**src/rtl/sram_bist_if.sv**
```systemverilog
// SRAM access bus between the BIST engine (master) and the SRAM controller (slave).
// One-cycle mem request; ready low while the controller works, read data valid when ready returns.
interface sram_bist_if #(
    parameter int ADDR_WIDTH = 20,
    parameter int DATA_WIDTH = 8
);
    logic                  mem;
    logic                  rw;
    logic                  ready;
    logic [ADDR_WIDTH-1:0] addr;
    logic [DATA_WIDTH-1:0] data2ram;
    logic [DATA_WIDTH-1:0] data2fpga;

    modport master (output mem, rw, addr, data2ram, input ready, data2fpga);
    modport slave  (input mem, rw, addr, data2ram, output ready, data2fpga);
endinterface

```
**src/rtl/sram_bist.sv**
```systemverilog
// SRAM built-in self test: write/read-back of checkerboard, address and inverted-address patterns.
// Optional miscompare logging (err_addr / err_count) enabled by defining SRAM_BIST_ERRLOG_EN.
module sram_bist #(
    parameter int                    ADDR_WIDTH = 20,
    parameter int                    DATA_WIDTH = 8,
    parameter logic [ADDR_WIDTH-1:0] LAST_ADDR  = {ADDR_WIDTH{1'b1}}
) (
    input  logic                  clk,
    input  logic                  rst_n,
    input  logic                  start,
    input  logic                  abort,
    input  logic [2:0]            pat_en,
    sram_bist_if.master           bus,
    output logic                  busy,
    output logic                  done,
    output logic [2:0]            result,
    output logic [ADDR_WIDTH-1:0] err_addr,
    output logic [15:0]           err_count
);

    typedef enum logic [2:0] {
        IDLE, WR_REQ, WR_WAIT, RD_REQ, RD_WAIT, CHECK, NEXT_PAT, DONE
    } state_t;

    state_t                state_r, state_nxt_s;
    logic                  mem_r, rw_r, busy_r, done_r;
    logic [ADDR_WIDTH-1:0] addr_r;
    logic [DATA_WIDTH-1:0] data2ram_r, rd_data_r;
    logic [2:0]            mask_r, result_r;
    logic [1:0]            pat_sel_r;
    logic [2:0]            first_pick_s, next_pick_s;
    logic                  accept_s, issue_wr_s, issue_rd_s, capture_s, check_s;
    logic                  addr_clr_s, addr_inc_s, pat_adv_s, miscmp_s;

    function automatic logic [DATA_WIDTH-1:0] pattern(input logic [ADDR_WIDTH-1:0] a,
                                                      input logic [1:0] sel);
        logic [ADDR_WIDTH+DATA_WIDTH-1:0] ext;
        ext = {{DATA_WIDTH{1'b0}}, a};
        case (sel)
            2'd0:    pattern = a[0] ? {(DATA_WIDTH/2){2'b10}} : {(DATA_WIDTH/2){2'b01}};
            2'd1:    pattern = ext[DATA_WIDTH-1:0];
            2'd2:    pattern = ~ext[DATA_WIDTH-1:0];
            default: pattern = {DATA_WIDTH{1'b0}};
        endcase
    endfunction

    // Returns {found, index} of the lowest enabled pattern at or above 'from'.
    function automatic logic [2:0] pick_pat(input logic [2:0] mask, input logic [1:0] from);
        logic [2:0] elig;
        elig = mask & ~((3'b001 << from) - 3'b001);
        if (elig[0])      pick_pat = {1'b1, 2'd0};
        else if (elig[1]) pick_pat = {1'b1, 2'd1};
        else if (elig[2]) pick_pat = {1'b1, 2'd2};
        else              pick_pat = 3'b000;
    endfunction

    assign first_pick_s = pick_pat(pat_en, 2'd0);
    assign next_pick_s  = pick_pat(mask_r, pat_sel_r + 2'd1);
    assign miscmp_s     = check_s && (rd_data_r != pattern(addr_r, pat_sel_r));

    // Next-state and datapath strobes; ready is ignored while our own request is still on the bus.
    always_comb begin
        state_nxt_s = state_r;
        accept_s    = 1'b0;
        issue_wr_s  = 1'b0;
        issue_rd_s  = 1'b0;
        capture_s   = 1'b0;
        check_s     = 1'b0;
        addr_clr_s  = 1'b0;
        addr_inc_s  = 1'b0;
        pat_adv_s   = 1'b0;
        if (abort && state_r != IDLE && state_r != DONE) begin
            state_nxt_s = IDLE;
        end else begin
            case (state_r)
                IDLE: begin
                    if (start) begin
                        accept_s    = 1'b1;
                        state_nxt_s = (pat_en == 3'b000) ? DONE : WR_REQ;
                    end else begin
                        state_nxt_s = IDLE;
                    end
                end
                WR_REQ: begin
                    if (bus.ready) begin
                        issue_wr_s  = 1'b1;
                        state_nxt_s = WR_WAIT;
                    end else begin
                        state_nxt_s = WR_REQ;
                    end
                end
                WR_WAIT: begin
                    if (bus.ready && !mem_r) begin
                        if (addr_r == LAST_ADDR) begin
                            addr_clr_s  = 1'b1;
                            state_nxt_s = RD_REQ;
                        end else begin
                            addr_inc_s  = 1'b1;
                            state_nxt_s = WR_REQ;
                        end
                    end else begin
                        state_nxt_s = WR_WAIT;
                    end
                end
                RD_REQ: begin
                    if (bus.ready) begin
                        issue_rd_s  = 1'b1;
                        state_nxt_s = RD_WAIT;
                    end else begin
                        state_nxt_s = RD_REQ;
                    end
                end
                RD_WAIT: begin
                    if (bus.ready && !mem_r) begin
                        capture_s   = 1'b1;
                        state_nxt_s = CHECK;
                    end else begin
                        state_nxt_s = RD_WAIT;
                    end
                end
                CHECK: begin
                    check_s = 1'b1;
                    if (addr_r == LAST_ADDR) begin
                        state_nxt_s = NEXT_PAT;
                    end else begin
                        addr_inc_s  = 1'b1;
                        state_nxt_s = RD_REQ;
                    end
                end
                NEXT_PAT: begin
                    if (next_pick_s[2]) begin
                        pat_adv_s   = 1'b1;
                        addr_clr_s  = 1'b1;
                        state_nxt_s = WR_REQ;
                    end else begin
                        state_nxt_s = DONE;
                    end
                end
                DONE:    state_nxt_s = IDLE;
                default: state_nxt_s = IDLE;
            endcase
        end
    end

    // State register.
    always_ff @(posedge clk or negedge rst_n) begin
        if (!rst_n) state_r <= IDLE;
        else        state_r <= state_nxt_s;
    end

    // Registered bus outputs, pattern bookkeeping and status flags.
    always_ff @(posedge clk or negedge rst_n) begin
        if (!rst_n) begin
            mem_r      <= 1'b0;
            rw_r       <= 1'b1;
            addr_r     <= {ADDR_WIDTH{1'b0}};
            data2ram_r <= {DATA_WIDTH{1'b0}};
            rd_data_r  <= {DATA_WIDTH{1'b0}};
            mask_r     <= 3'b000;
            pat_sel_r  <= 2'd0;
            result_r   <= 3'b000;
            busy_r     <= 1'b0;
            done_r     <= 1'b0;
        end else begin
            mem_r  <= issue_wr_s | issue_rd_s;
            busy_r <= (state_nxt_s != IDLE) && (state_nxt_s != DONE);
            if (state_nxt_s == DONE) done_r <= 1'b1;
            else if (accept_s)       done_r <= 1'b0;
            if (accept_s) begin
                result_r  <= 3'b000;
                mask_r    <= pat_en;
                pat_sel_r <= first_pick_s[1:0];
            end else if (pat_adv_s) begin
                pat_sel_r <= next_pick_s[1:0];
            end
            if (accept_s || addr_clr_s) addr_r <= {ADDR_WIDTH{1'b0}};
            else if (addr_inc_s)        addr_r <= addr_r + {{(ADDR_WIDTH-1){1'b0}}, 1'b1};
            if (issue_wr_s) begin
                rw_r       <= 1'b0;
                data2ram_r <= pattern(addr_r, pat_sel_r);
            end else if (issue_rd_s) begin
                rw_r <= 1'b1;
            end
            if (capture_s) rd_data_r <= bus.data2fpga;
            if (miscmp_s)  result_r[pat_sel_r] <= 1'b1;
        end
    end

`ifdef SRAM_BIST_ERRLOG_EN
    logic [ADDR_WIDTH-1:0] err_addr_r;
    logic [15:0]           err_count_r;

    // First-miscompare address and saturating miscompare count, cleared per run.
    always_ff @(posedge clk or negedge rst_n) begin
        if (!rst_n) begin
            err_addr_r  <= {ADDR_WIDTH{1'b0}};
            err_count_r <= 16'd0;
        end else if (accept_s) begin
            err_addr_r  <= {ADDR_WIDTH{1'b0}};
            err_count_r <= 16'd0;
        end else if (miscmp_s) begin
            if (err_count_r == 16'd0)     err_addr_r  <= addr_r;
            if (err_count_r != 16'hFFFF) err_count_r <= err_count_r + 16'd1;
        end
    end

    assign err_addr  = err_addr_r;
    assign err_count = err_count_r;
`else
    assign err_addr  = {ADDR_WIDTH{1'b0}};
    assign err_count = 16'd0;
`endif

    assign bus.mem      = mem_r;
    assign bus.rw       = rw_r;
    assign bus.addr     = addr_r;
    assign bus.data2ram = data2ram_r;
    assign busy         = busy_r;
    assign done         = done_r;
    assign result       = result_r;

endmodule

```
**src/flat_wrapper.sv**
```systemverilog
// flat-port wrapper written by rule: the top's interface ports become plain ports
module sram_bist_flat 
#(
    parameter int                    ADDR_WIDTH = 20,
    parameter int                    DATA_WIDTH = 8,
    parameter logic [ADDR_WIDTH-1:0] LAST_ADDR  = {ADDR_WIDTH{1'b1}}
)
  (clk, rst_n, start, abort, pat_en, busy, done, result, err_addr, err_count, bus_mem, bus_rw, bus_addr, bus_data2ram, bus_ready, bus_data2fpga);
  sram_bist_if #(.ADDR_WIDTH(ADDR_WIDTH), .DATA_WIDTH(DATA_WIDTH)) bus_i ();
  input  logic clk;
  input  logic rst_n;
  input  logic start;
  input  logic abort;
  input  logic [2:0] pat_en;
  output logic busy;
  output logic done;
  output logic [2:0] result;
  output logic [ADDR_WIDTH-1:0] err_addr;
  output logic [15:0] err_count;
  output wire logic [$bits(bus_i.mem)-1:0] bus_mem;
  output wire logic [$bits(bus_i.rw)-1:0] bus_rw;
  output wire logic [$bits(bus_i.addr)-1:0] bus_addr;
  output wire logic [$bits(bus_i.data2ram)-1:0] bus_data2ram;
  input wire logic [$bits(bus_i.ready)-1:0] bus_ready;
  input wire logic [$bits(bus_i.data2fpga)-1:0] bus_data2fpga;
  assign bus_mem = bus_i.mem;
  assign bus_rw = bus_i.rw;
  assign bus_addr = bus_i.addr;
  assign bus_data2ram = bus_i.data2ram;
  assign bus_i.ready = bus_ready;
  assign bus_i.data2fpga = bus_data2fpga;
  sram_bist #(.ADDR_WIDTH(ADDR_WIDTH), .DATA_WIDTH(DATA_WIDTH), .LAST_ADDR(LAST_ADDR)) u_core (.clk(clk), .rst_n(rst_n), .start(start), .abort(abort), .pat_en(pat_en), .bus(bus_i), .busy(busy), .done(done), .result(result), .err_addr(err_addr), .err_count(err_count));
endmodule
```
**config.mk**
```make
export PLATFORM = sky130hd
export DESIGN_NAME = sram_bist_flat
export DESIGN_NICKNAME = d
export VERILOG_FILES = /design/src/rtl/sram_bist_if.sv /design/src/rtl/sram_bist.sv /design/src/flat_wrapper.sv
export SDC_FILE = /design/constraint.sdc
export NUM_CORES = 1
export LEC_CHECK = 0
export BUFFER_PORTS_ARGS = -buffer_cell sky130_fd_sc_hd__buf_2
export CAP_MARGIN = 20
export CORE_UTILIZATION = 54
export CTS_BUF_LIST = sky130_fd_sc_hd__clkbuf_16
export CTS_CLUSTER_SIZE = 24
export DETAILED_ROUTE_END_ITERATION = 8
export GPL_TIMING_DRIVEN = 0
export PLACE_DENSITY = 0.82
export SLEW_MARGIN = 10
export SYNTH_ARGS = -nofsm -noshare
export SYNTH_HDL_FRONTEND = slang
export SYNTH_SLANG_ARGS = --single-unit
```
**constraint.sdc**
```tcl
create_clock -name clk -period 4.3 [get_ports clk]
set_input_delay 0.645 -clock clk [delete_from_list [all_inputs] [get_ports clk]]
set_output_delay 0.645 -clock clk [all_outputs]
set_load 0.01 [all_outputs]
```
Yosys cells after proc, flatten, opt, wreduce, memory -nomap -nowiden
Index checks and enable logic that the tools add are counted.
{ "op_classes": {"add_sub_neg": 3, "muxes": 55, "n_shift": 1, "eq_ne": 14, "n_lt_le_gt_ge": 2, "reduce_logical": 17, "bitwise": 5} }
{ "op_table": {"columns": ["op", "n"], "rows": [
  ["20-bit two-way mux", 2],
  ["3-bit two-way mux", 11],
  ["1-bit two-way mux", 28],
  ["3-bit case mux with 8 select lines", 1],
  ["8-bit case mux with 3 select lines", 1],
  ["20-bit by 1-bit adder with 20-bit output, second input constant", 1],
  ["20-bit equality test, second input constant", 1],
  ["2-bit two-way mux", 8],
  ["3-bit equality test, second input constant", 5],
  ["8-bit two-way mux", 1],
  ["8-bit != test", 1],
  ["8-bit NOT", 1],
  ["2-bit nonzero test", 4],
  ["3-bit by 2-bit equality test with 1-bit output, second input constant", 2],
  ["1-bit logical AND", 6],
  ["3-bit logical NOT", 2],
  ["3-bit != test, second input constant", 2],
  ["3-bit nonzero test", 2],
  ["1-bit case mux with 2 select lines", 2],
  ["3-bit AND", 1],
  ["3-bit by 1-bit equality test with 1-bit output, second input constant", 1],
  ["2-bit by 3-bit less-than comparator with 1-bit output, second input constant", 1],
  ["3-bit NOT", 1],
  ["3-bit OR", 1],
  ["other kinds (11)", 11]
]} }
{ "totals": {"ff_bits": 51} }

Depth between registers and ports, before layout
Gate-level depths: netlist of the first run.
{ "depth": {"word_depth": 13, "ltp_mapped": 9, "ltp_nobuf": 8} }

Worst setup path before layout of the first run
OpenSTA, ideal clock, no wires.
{ "synth_timing": {"path_type": "register to register", "start": "register u_core.pat_sel_r[0]", "end": "register u_core.result_r[0], in the netlist u_core.result[0]", "path_buffers": 1, "slack_ps": 2320, "stages_incl_launch_ff": 10, "t_arrival_ps": 1859, "path_cell_list": "dfrtp_1 inv_1 ha_1 clkbuf_1 nor2b_1 a211oi_1 nor3_1 nor3_1 nand4_1 a32o_1"} }
{ "synth_between": {"elab_chain_len": 6, "elab_cells_between_ends": 13, "classes_between": "order compare (2); eq/ne (3); mux (4); bitwise (1); reduce/logical (3)"} }
{ "synth_rtl": {"columns": ["element", "line", "source"], "rows": [
  ["start, declared", "sram_bist.sv:30", "logic [1:0] pat_sel_r;"],
  ["start signal, assigned", "sram_bist.sv:172", "pat_sel_r <= first_pick_s[1:0];"],
  ["start signal, assigned", "sram_bist.sv:174", "pat_sel_r <= next_pick_s[1:0];"],
  ["2-bit by 3-bit less-than comparator with 1-bit output (implied by the code) / 2-bit by 1-bit >= comparator with 1-bit output (equally long branches)", "sram_bist.sv:185", "if (miscmp_s) result_r[pat_sel_r] <= 1'b1;"],
  ["1-bit logical AND (implied by the code)", "sram_bist.sv:185", null],
  ["1-bit two-way mux (implied by the code)", "sram_bist.sv:185", null],
  ["1-bit demux with 2-bit select", null, null],
  ["3-bit OR (no source line)", null, null],
  ["3-bit two-way mux *", "sram_bist.sv:185", null],
  ["end signal, assigned", "sram_bist.sv:161", "result_r <= 3'b000;"],
  ["end signal, assigned", "sram_bist.sv:170", "result_r <= 3'b000;"],
  ["end signal, assigned by index", "sram_bist.sv:185", null],
  ["end, declared", "sram_bist.sv:29", "logic [2:0] mask_r, result_r;"]
]} }
Every way passes the cells marked *; elsewhere a longest branch is shown, timed or not.
A chain may end at the register's enable or synchronous reset.

Final worst setup path of the first run
{ "layout_timing": {"start": "register u_core.pat_sel_r[0]", "end": "register u_core.result_r[2], in the netlist u_core.result[2]"} }
Same word-level chain as after synthesis.

==> results of run 1 <==
where the power goes:
group	switching, uW	internal (uW)	leakage [uW]
clock network	168	271	0.0000812
registers	78.3	580	0.000681
logic	427	310	0.00116
cell type report:
| class | instances | area [um2] |
|---|---|---|
| tap | 72 | 90.1 |
| timing repair buffer | 50 | 273 |
| fill | 453 | 1760 |
| sequential | 51 | 1280 |
| clock inverter | 3 | 38.8 |
| buffer | 49 | 330 |
| multi-input combinational | 258 | 1680 |
| inverter | 10 | 37.5 |
| clock buffer | 5 | 125 |
state kept, by name, indices dropped and copies added, names as in the netlist:
name,cells
u_core.state_r,3
u_core.busy,1
u_core.rd_data_r,8
u_core.bus.rw,1
u_core.bus.addr,20
u_core.done,1
u_core.mask_r,3
u_core.result,3
u_core.pat_sel_r,2
u_core.bus.data2ram,8
u_core.bus.mem,1
per-stage QoR:
step / instances / hold WS, ns / setup slack, ns / util
after floorplan: 368 / 0.349 / 2.32 / -
after global placement: 489 / 0.456 / 2.01 / 0.652
final: 498 / 0.361 / 1.84 / 0.686
after global routing: 498 / 0.392 / 1.73 / 0.686
after CTS: 497 / 0.476 / 1.91 / 0.681
after detailed placement: 489 / 0.461 / 1.93 / 0.652
worst max-delay path by stage:
stage / start / to / depth (start not counted)
finish: u_core.pat_sel_r[0] / u_core.result[2] / 9
global route: u_core.pat_sel_r[0] / u_core.result[0] / 9
CTS: u_core.pat_sel_r[0] / u_core.result[2] / 9
detailed placement: u_core.pat_sel_r[0] / u_core.result[2] / 9
global placement: u_core.pat_sel_r[0] / u_core.result[0] / 9
floorplan: u_core.pat_sel_r[0] / u_core.result[0] / 9
cells by family (layout without fill, tap and decap cells):
kind of cell,Yosys count,in the layout
flops,51,51
simple gates,131,131
mux,19,19
fa+ha+maj,5,5
compound gates,46,46
buf+inv,59,117
other cells,1,36
xor+xnor,21,21
layout by cell type, fill, tap and decap left out, drive strengths merged, types with 13 or more instances in the layout:
| cell | synthesis | final |
|---|---|---|
| clkbuf | 8 | 13 |
| nand2 | 28 | 28 |
| buf | 41 | 91 |
| nor2 | 30 | 30 |
| dfrtp | 50 | 50 |
| nor3 | 16 | 16 |
| xor2 | 15 | 15 |
| mux2 | 13 | 13 |
| conb | 1 | 36 |
routing by layer:
layer / GRT usage / routed length (um)
met2: 0.389 / 3350
met5: 0 / 0
met1: 0.293 / 3030
met3: 0.0437 / 353
met4: 0.0673 / 67
==> out/results.ini, run 1 <==
[grt]
antenna_found_initial = 0
grt_pass1_vias = 2354
grt_use_total = 0.228
gr-total-overflow = 0
grt_pass1_wl_mm = 11.1
grt_max_degree = 52

[sta]
tns_ns = 0
rsz0062_at_grt = false
finalSetupViolations = 0
hold_viol = 0
slew_violations = 0
min_period_ns = 2.46
fmax_ghz = 0.407
fin_worst_skew_ns = 0.00642
tightest_slew_ns = 0.702
slew_headroom = 0.528
post-route-period-util = 0.571

[yosys]
synth-compound-area-share = 0.119
netlist_top_cells_area = dfrtp_1 39%, buf_4 8.9%, mux2_2 4.6%
synth-seq-cells = 51
yosys.area.top_type = dfrtp_1
synth_top_family_by_area = simple AND/OR/NAND/NOR gates
synth_fa_ha_area_frac = 0.0196
synth_area_per_cell_um2 = 9.58
synth_common_cells = 50 x dfrtp_1, 38 x buf_4, 30 x nor2_1
synth.distinct_cells = 57
mappedNetlistArea_um2 = 3190
ys_seq_area_frac = 0.400
syn-instance-count = 333
synthXorXnorAreaFrac = 0.0576
muxShareOfSynthArea = 0.0647
synth_edf_count = 0
synth_ff_type = dfrtp_1
yosys_warnings = 0
synth_simple_gate_area_frac = 0.222
async_flop_share = 1.00
yosysMostFrequentCell = dfrtp_1
synth_top_cell_area_share = 0.392

[setup_path]
cp_top_family = compound AO/OA/AOI/OAI gates
critPathKind = register to register
cp_slowest_cell = a211oi_1
startpoint_type = register
worst-path-buf-inv = 2
crit_fanout = 10
max_stage_delay_ns = 0.39
timing.rr.start = u_core.pat_sel_r[0]
crit_path_cell_trace = inv_1 -> ha_1 -> clkbuf_1 -> nor2b_1 -> a211oi_1 -> nor2_1 -> o31ai_1 -> nand4_1 -> a32o_1
rrSetupSlack_ns = 1.84
rr_endpoint = u_core.result[2]
worstPathArrival_ns = 2.63
required_ns = 4.47
ff2ff_path_depth = 9
endpoint_kind = register

[placed_design]
place_area_um2 = 3660
portBuffers = 49
hpwl_mm = 5.09
gp_congestion = 0.877

[route]
ant_nets = 0
drc = 0
viasPerCell = 5.18
wl_per_cell_um = 13.7
vias = 2582
dr.pass1.iters = 4
wirelength_mm = 6.81
drt_iter0_markers = 187

[floorplanning]
rows = 27
die_w_um = 78.9
pin_count = 87
core_um2 = 5610
die_h_um = 78.9
die_area_um2 = 6220
start_util = 0.569

[clock_network]
root_buffer = clkbuf_16
htreeDepth = 2
ctsHoldBuffers = 0
cts_resized = 0
post-cts-setup-buffers = 0
cts_buffers = 5
cts_tree = built
clock_sinks = 51
clkTransAtPathRegs_ns = 0.07
clock_latency_ns = 0.29
cts_buffer_depth = 2

[layout]
antenna_cells = 0
design_area_um2 = 3850
area_growth_syn_to_layout_pct = 20.6
drive_gt1_frac = 0.291
layout.nets = 446

[flow_run]
drv_cap = 0

[power_and_ir_drop]
power.total_uw = 1830
power_density_nw_per_um2 = 477
p_leak_uw = 0.00192
ir_drop_uv = 278

[outcome]
status = completed

[worst_hold_path]
hold_class = input pin to asynchronous set/reset pin

Power figures use the tool's default switching activity.
==> run 2, diff against run 1 <==
Settings changed: ABC_AREA set to 1, PLACE_DENSITY 0.82 to 0.81.
Clock period 4.3 ns to 2.37 ns, I/O delays scaled along.
==> run 2 against run 1 <==
Non-clock buffer count increased by 2. Sequential share of layout area decreased by 2.2 points. Via count increased by 30%. Hold slack got worse by 0.35 ns. Final cell count increased by 34%. Global-route usage increased by 3.8 points. Clock skew about the same.
==> out/results.ini, run 2 <==
[outcome]
status = completed

[power_and_ir_drop]
power_frac_clock = 0.189  ; -0.051
intPower_uw = 2100  ; +81%
power.total_uw = 3670  ; +100%
sw_frac_of_total = 0.428  ; +0.0607
power_switching_uw = 1570  ; +130%
power_frac_comb = 0.463  ; +0.061
seqPwrFrac = 0.348  ; -0.011
p_leak_uw = 0.00227  ; +18%
ir_drop_uv = 539  ; +94%
power_density_nw_per_um2 = 890  ; +87%

[floorplanning]
core_um2 = 6060  ; +8.1%
die_h_um = 82.4  ; +4.4%
start_util = 0.575  ; +0.00641
die_area_um2 = 6780  ; +9.1%
pin_count = 87  ; unchanged
die_w_um = 82.4  ; +4.4%
rows = 28  ; +3.7%

[clock_network]
cts_buffer_depth = 2  ; unchanged
ctsHoldBuffers = 0  ; unchanged
root_buffer = clkbuf_16
clkTransAtPathRegs_ns = 0.07  ; about the same
post-cts-setup-buffers = 0  ; unchanged
htreeDepth = 2  ; unchanged
clock_sinks = 51  ; unchanged
clock_latency_ns = 0.29  ; about the same
cts_tree = built
cts_buffers = 5  ; unchanged

[sta]
fmax_ghz = 0.469  ; +15%
tns_ns = 0  ; unchanged
rsz0062_at_grt = false
hold_viol = 0  ; unchanged
slew_violations = 0  ; unchanged
min_period_ns = 2.13  ; -0.323 ns
post-route-period-util = 0.900  ; +0.329
finalSetupViolations = 0  ; unchanged
fin_worst_skew_ns = 0.00633  ; -0.0000926 ns

[route]
dr.pass1.iters = 5  ; +1
ant_nets = 0  ; unchanged
wl_per_cell_um = 12.4  ; -9.0%
drt_iter0_markers = 257  ; +37%
viasPerCell = 5.04  ; -2.8%
vias = 3352  ; +30%
wirelength_mm = 8.27  ; +21%
drc = 0  ; unchanged

[grt]
grt_pass1_vias = 3028  ; +29%
antenna_found_initial = 0  ; unchanged
grt_pass1_wl_mm = 13.8  ; +25%
gr-total-overflow = 0  ; unchanged
grt_use_total = 0.265  ; +0.0378
grt_max_degree = 33  ; -37%

[yosys]
synth_simple_gate_area_frac = 0.378  ; +0.156
synth.distinct_cells = 32  ; -44%
yosys_warnings = 0  ; unchanged
synth-seq-cells = 51  ; unchanged
mappedNetlistArea_um2 = 3490  ; +9.3%
yosys.area.top_type = dfrtp_1
ys_seq_area_frac = 0.366  ; -0.0340
synth-compound-area-share = 0.0510  ; -0.0683
synth_edf_count = 0  ; unchanged
synthXorXnorAreaFrac = 0.0201  ; -0.0376
synth_top_family_by_area = simple AND/OR/NAND/NOR gates
yosysMostFrequentCell = nand2_1
syn-instance-count = 496  ; +49%
muxShareOfSynthArea = 0.00323  ; -0.0615
synth_top_cell_area_share = 0.359  ; -0.0333
synth_fa_ha_area_frac = 0.0179  ; -0.00167
async_flop_share = 1.00  ; unchanged
netlist_top_cells_area = dfrtp_1 36%, nand2_1 16%, buf_4 8.0%
synth_area_per_cell_um2 = 7.03  ; -27%
synth_common_cells = 152 x nand2_1, 50 x dfrtp_1, 49 x nor2_1
synth_ff_type = dfrtp_1

[placed_design]
portBuffers = 50  ; +2.0%
gp_congestion = 0.907  ; +3.4%
hpwl_mm = 6.49  ; +27%
place_inst = 657  ; +34%

[setup_path]
timing.rr.start = u_core.bus.addr[1]
endpoint_kind = register
startpoint_type = register
critPathKind = register to register
crit_path_start = u_core.bus.addr[1]
worstPathArrival_ns = 2.31  ; -0.32 ns
rrSetupSlack_ns = 0.24  ; -1.61 ns
required_ns = 2.55  ; -1.92 ns
crit_fanout = 10  ; unchanged

[layout]
area_growth_syn_to_layout_pct = 18.4
stdcell_count = 665  ; +34%
final_core_util = 0.681  ; -0.00525
layout.nets = 610  ; +37%
layout_common_cells = 152 x nand2_1, 56 x buf_2, 49 x nor2_1, 49 x dfrtp_1, 48 x inv_1
largest_reg_flops = 20  ; unchanged
mostFrequentLayoutCell = nand2_1
antenna_cells = 0  ; unchanged
drive_gt1_frac = 0.237  ; -0.0538

[flow_run]
drv_cap = 0  ; unchanged

[worst_hold_path]
hold_class = input pin to asynchronous set/reset pin

run 2: area by class of cell:
class                      instances  area, um2
fill                             552       1930
clock inverter                     3       16.3
timing repair buffer              51        270
inverter                          54        203
buffer                            50        364
multi-input combinational        376       1780
clock buffer                       5        125
sequential                        51       1280
tap                               75       93.8
run 2: path summary, 6_finish.rpt:
check                                         end  cells after the start
min                                   u_core.busy                      1
max in group asynchronous      u_core.bus.addr[0]                      2
min in group clk              u_core.rd_data_r[7]                      2
min reg2reg                u_core.bus.data2ram[2]                      2
max                           u_core.bus.addr[16]                     11
max reg2reg                   u_core.bus.addr[16]                     11
run 2: critical path, stage by stage, from the launching register on:
cell	delay, ns
dfrtp_1	0.47
ha_2	0.29
nand2_1	0.10
nor2_2	0.13
nand2_1	0.09
nor2_2	0.15
nand2_2	0.14
o21ai_2	0.19
nand2_4	0.12
nand2_2	0.10
buf_6	0.16
nor2_1	0.06
run 2: stage by stage:
step / instance area, um2 / hold slack, ns / worst slack [ns]
2_1_floorplan: 3620 / 0.0599 / 0.508
5_1_grt: 4130 / 0.0588 / 0.0627
4_1_cts: 4120 / 0.0279 / 0.142
6_report: 4130 / 0.0153 / 0.237
3_3_place_gp: 3960 / 0.460 / 0.230
3_5_place_dp: 3980 / 0.338 / 0.182
run 2: layer usage:
layer  global-route usage  up-vias  routed length [um]
li1                     -     1687                   -
met4               0.0421        0                  53
met3               0.0440       10                 590
met5                    0        -                   0
met2                0.465      147                4020
met1                0.348     1508                3610
run 2: kinds of logic after synthesis:
kind of cell | after synthesis
simple gates | 296
mux | 1
fa+ha+maj | 5
xor+xnor | 8
compound gates | 30
other cells | 1
flops | 51
buf+inv | 104
run 2: power by group through the flow:
stage	logic (uW)	registers (uW)	clock network, uW
CTS	1690	1270	716
floorplan	1180	1320	0
finish	1700	1280	696
global placement	1630	1280	0
global route	1940	1300	732
detailed placement	1680	1290	0
run 2: timing repair:
action,4_1_cts,5_1_grt
hold endpoints to repair,0,0
endpoints found under the setup margin,0,18
resized for setup,0,2
==> run 3, diff against run 2 <==
Clock period 2.37 ns to 2.8 ns, I/O delays scaled along.
==> run 3 against run 2 <==
Highest routed layer unchanged. Flip-flop and latch count did not move. Routed wire length decreased by 0.16%. Register-to-register slack improved by 0.32 ns. First-iteration DRC count rose by 6.6%.
==> out/results.ini, run 3 (synthesis gave the netlist of run 2 again) <==
[sta]
fmax_ghz = 0.447  ; -4.7%
tns_ns = 0  ; unchanged
finalSetupViolations = 0  ; unchanged
rsz0062_at_grt = false
post-route-period-util = 0.800  ; -0.101
worst_slack_ns = 0.561  ; +0.325 ns
hold_viol = 0  ; unchanged
min_period_ns = 2.24  ; +0.105 ns
slew_violations = 0  ; unchanged
fin_worst_skew_ns = 0.00667  ; +0.000345 ns

[clock_network]
cts_resized = 0  ; unchanged
root_buffer = clkbuf_16
clock_sinks = 51  ; unchanged
clock_latency_ns = 0.29  ; about the same
cts_tree = built
cts_buffer_depth = 2  ; unchanged
post-cts-setup-buffers = 0  ; unchanged
htreeDepth = 2  ; unchanged
cts_buffers = 5  ; unchanged
clkTransAtPathRegs_ns = 0.07  ; about the same
ctsHoldBuffers = 0  ; unchanged

[setup_path]
ff2ff_path_depth = 11  ; unchanged
crit_fanout = 10  ; unchanged
rrSetupSlack_ns = 0.56  ; +0.32 ns
endpoint_kind = register
critPathKind = register to register
worstPathArrival_ns = 2.41  ; +0.10 ns
rr_endpoint = u_core.bus.addr[12]
timing.rr.start = u_core.bus.addr[0]
required_ns = 2.97  ; +0.42 ns
startpoint_type = register

[placed_design]
place_area_um2 = 3980  ; unchanged
gp_congestion = 0.907  ; unchanged
portBuffers = 50  ; unchanged
dpl_worst_slack_ns = 0.612  ; +0.430 ns
hpwl_mm = 6.49  ; unchanged

[grt]
grt_use_total = 0.265  ; unchanged
grt_pass1_vias = 3028  ; unchanged
grt_max_degree = 33  ; unchanged
antenna_found_initial = 0  ; unchanged
grt_pass1_wl_mm = 13.8  ; unchanged
gr-total-overflow = 0  ; unchanged

[floorplanning]
die_w_um = 82.4  ; unchanged
core_um2 = 6060  ; unchanged
die_area_um2 = 6780  ; unchanged
rows = 28  ; unchanged
pin_count = 87  ; unchanged
start_util = 0.575  ; unchanged
die_h_um = 82.4  ; unchanged

[route]
ant_nets = 0  ; unchanged
wirelength_mm = 8.25  ; -0.16%
dr.pass1.iters = 7  ; +2
drt_iter0_markers = 274  ; +6.6%
wl_per_cell_um = 12.4  ; -0.16%
drc = 0  ; unchanged
viasPerCell = 5.08  ; +0.81%
vias = 3379  ; +0.81%

[power_and_ir_drop]
ir_drop_uv = 455  ; -16%
power.total_uw = 3110  ; -15%
power_density_nw_per_um2 = 755  ; -15%
p_leak_uw = 0.00228  ; +0.17%

[worst_hold_path]
hold_class = input pin to asynchronous set/reset pin

[layout]
final_core_util = 0.680  ; about the same
largest_reg_flops = 20  ; unchanged
design_area_um2 = 4120  ; about the same
layout_common_cells = 152 x nand2_1, 56 x buf_2, 50 x dfrtp_1
area_growth_syn_to_layout_pct = 18.3  ; about the same
antenna_cells = 0  ; unchanged
drive_gt1_frac = 0.234  ; -0.00339
mostFrequentLayoutCell = nand2_1
layout.nets = 610  ; unchanged

[flow_run]
drv_cap = 0  ; unchanged

[outcome]
status = completed

## run 3: cell types whose count changed in the layout (fill, tap and decap cells not counted)
cell / before / now
ha_1: 4 / 5
dfrtp_1: 49 / 50
dfrtp_2: 1 / 0
ha_2: 1 / 0
## run 3: worst max-delay path, stage by stage (launching register included)
cell and delay [ns]:
dfrtp_1 0.52, ha_1 0.33, nand2_1 0.11, nor2_2 0.14, nand2_1 0.10, nor2_2 0.15, nand2_2 0.15, o21ai_2 0.19
nand2_4 0.12, nand2_2 0.10, buf_6 0.15, nor2_1 0.06
## run 3: through the flow
step	std cells	hold WS (ns)
6_report	665	0.0826
4_1_cts	665	0.0924
5_1_grt	665	0.123
3_3_place_gp	656	0.460
2_1_floorplan	531	0.124
3_5_place_dp	657	0.403
## run 3: final cells by class
type	instances	area [um2]
multi-input combinational	376	1770
clock inverter	3	16.3
clock buffer	5	125
timing repair buffer	51	270
fill	551	1940
sequential	51	1280
tap	75	93.8
inverter	54	203
buffer	50	364
## run 3: power by group
part / switching [uW] / leakage [uW] / total, uW / internal, uW
logic: 928 / 0.00155 / 1440 / 511
registers: 142 / 0.000659 / 1080 / 939
clock network: 265 / 0.0000710 / 592 / 327
total: 1330 / 0.00228 / 3110 / 1780
## run 3: how the worst max path moves through the flow
stage	slack, ns	depth (start not counted)	end	startpoint
after global placement	0.66	11	u_core.bus.addr[3]	u_core.bus.addr[0]
after detailed placement	0.61	11	u_core.bus.addr[1]	u_core.bus.addr[0]
after CTS	0.57	11	u_core.bus.addr[16]	u_core.bus.addr[0]
after global routing	0.36	11	u_core.bus.addr[16]	u_core.bus.addr[0]
after floorplan	0.94	11	u_core.bus.addr[3]	u_core.bus.addr[0]
final	0.56	11	u_core.bus.addr[12]	u_core.bus.addr[0]
## run 3: routing by layer
layer  up-vias  track usage  wire length, um
met2       138        0.465             4000
met5         -            0                0
met4         0       0.0421               44
met1      1545        0.348             3670
met3         7       0.0440              530
li1       1689            -                -
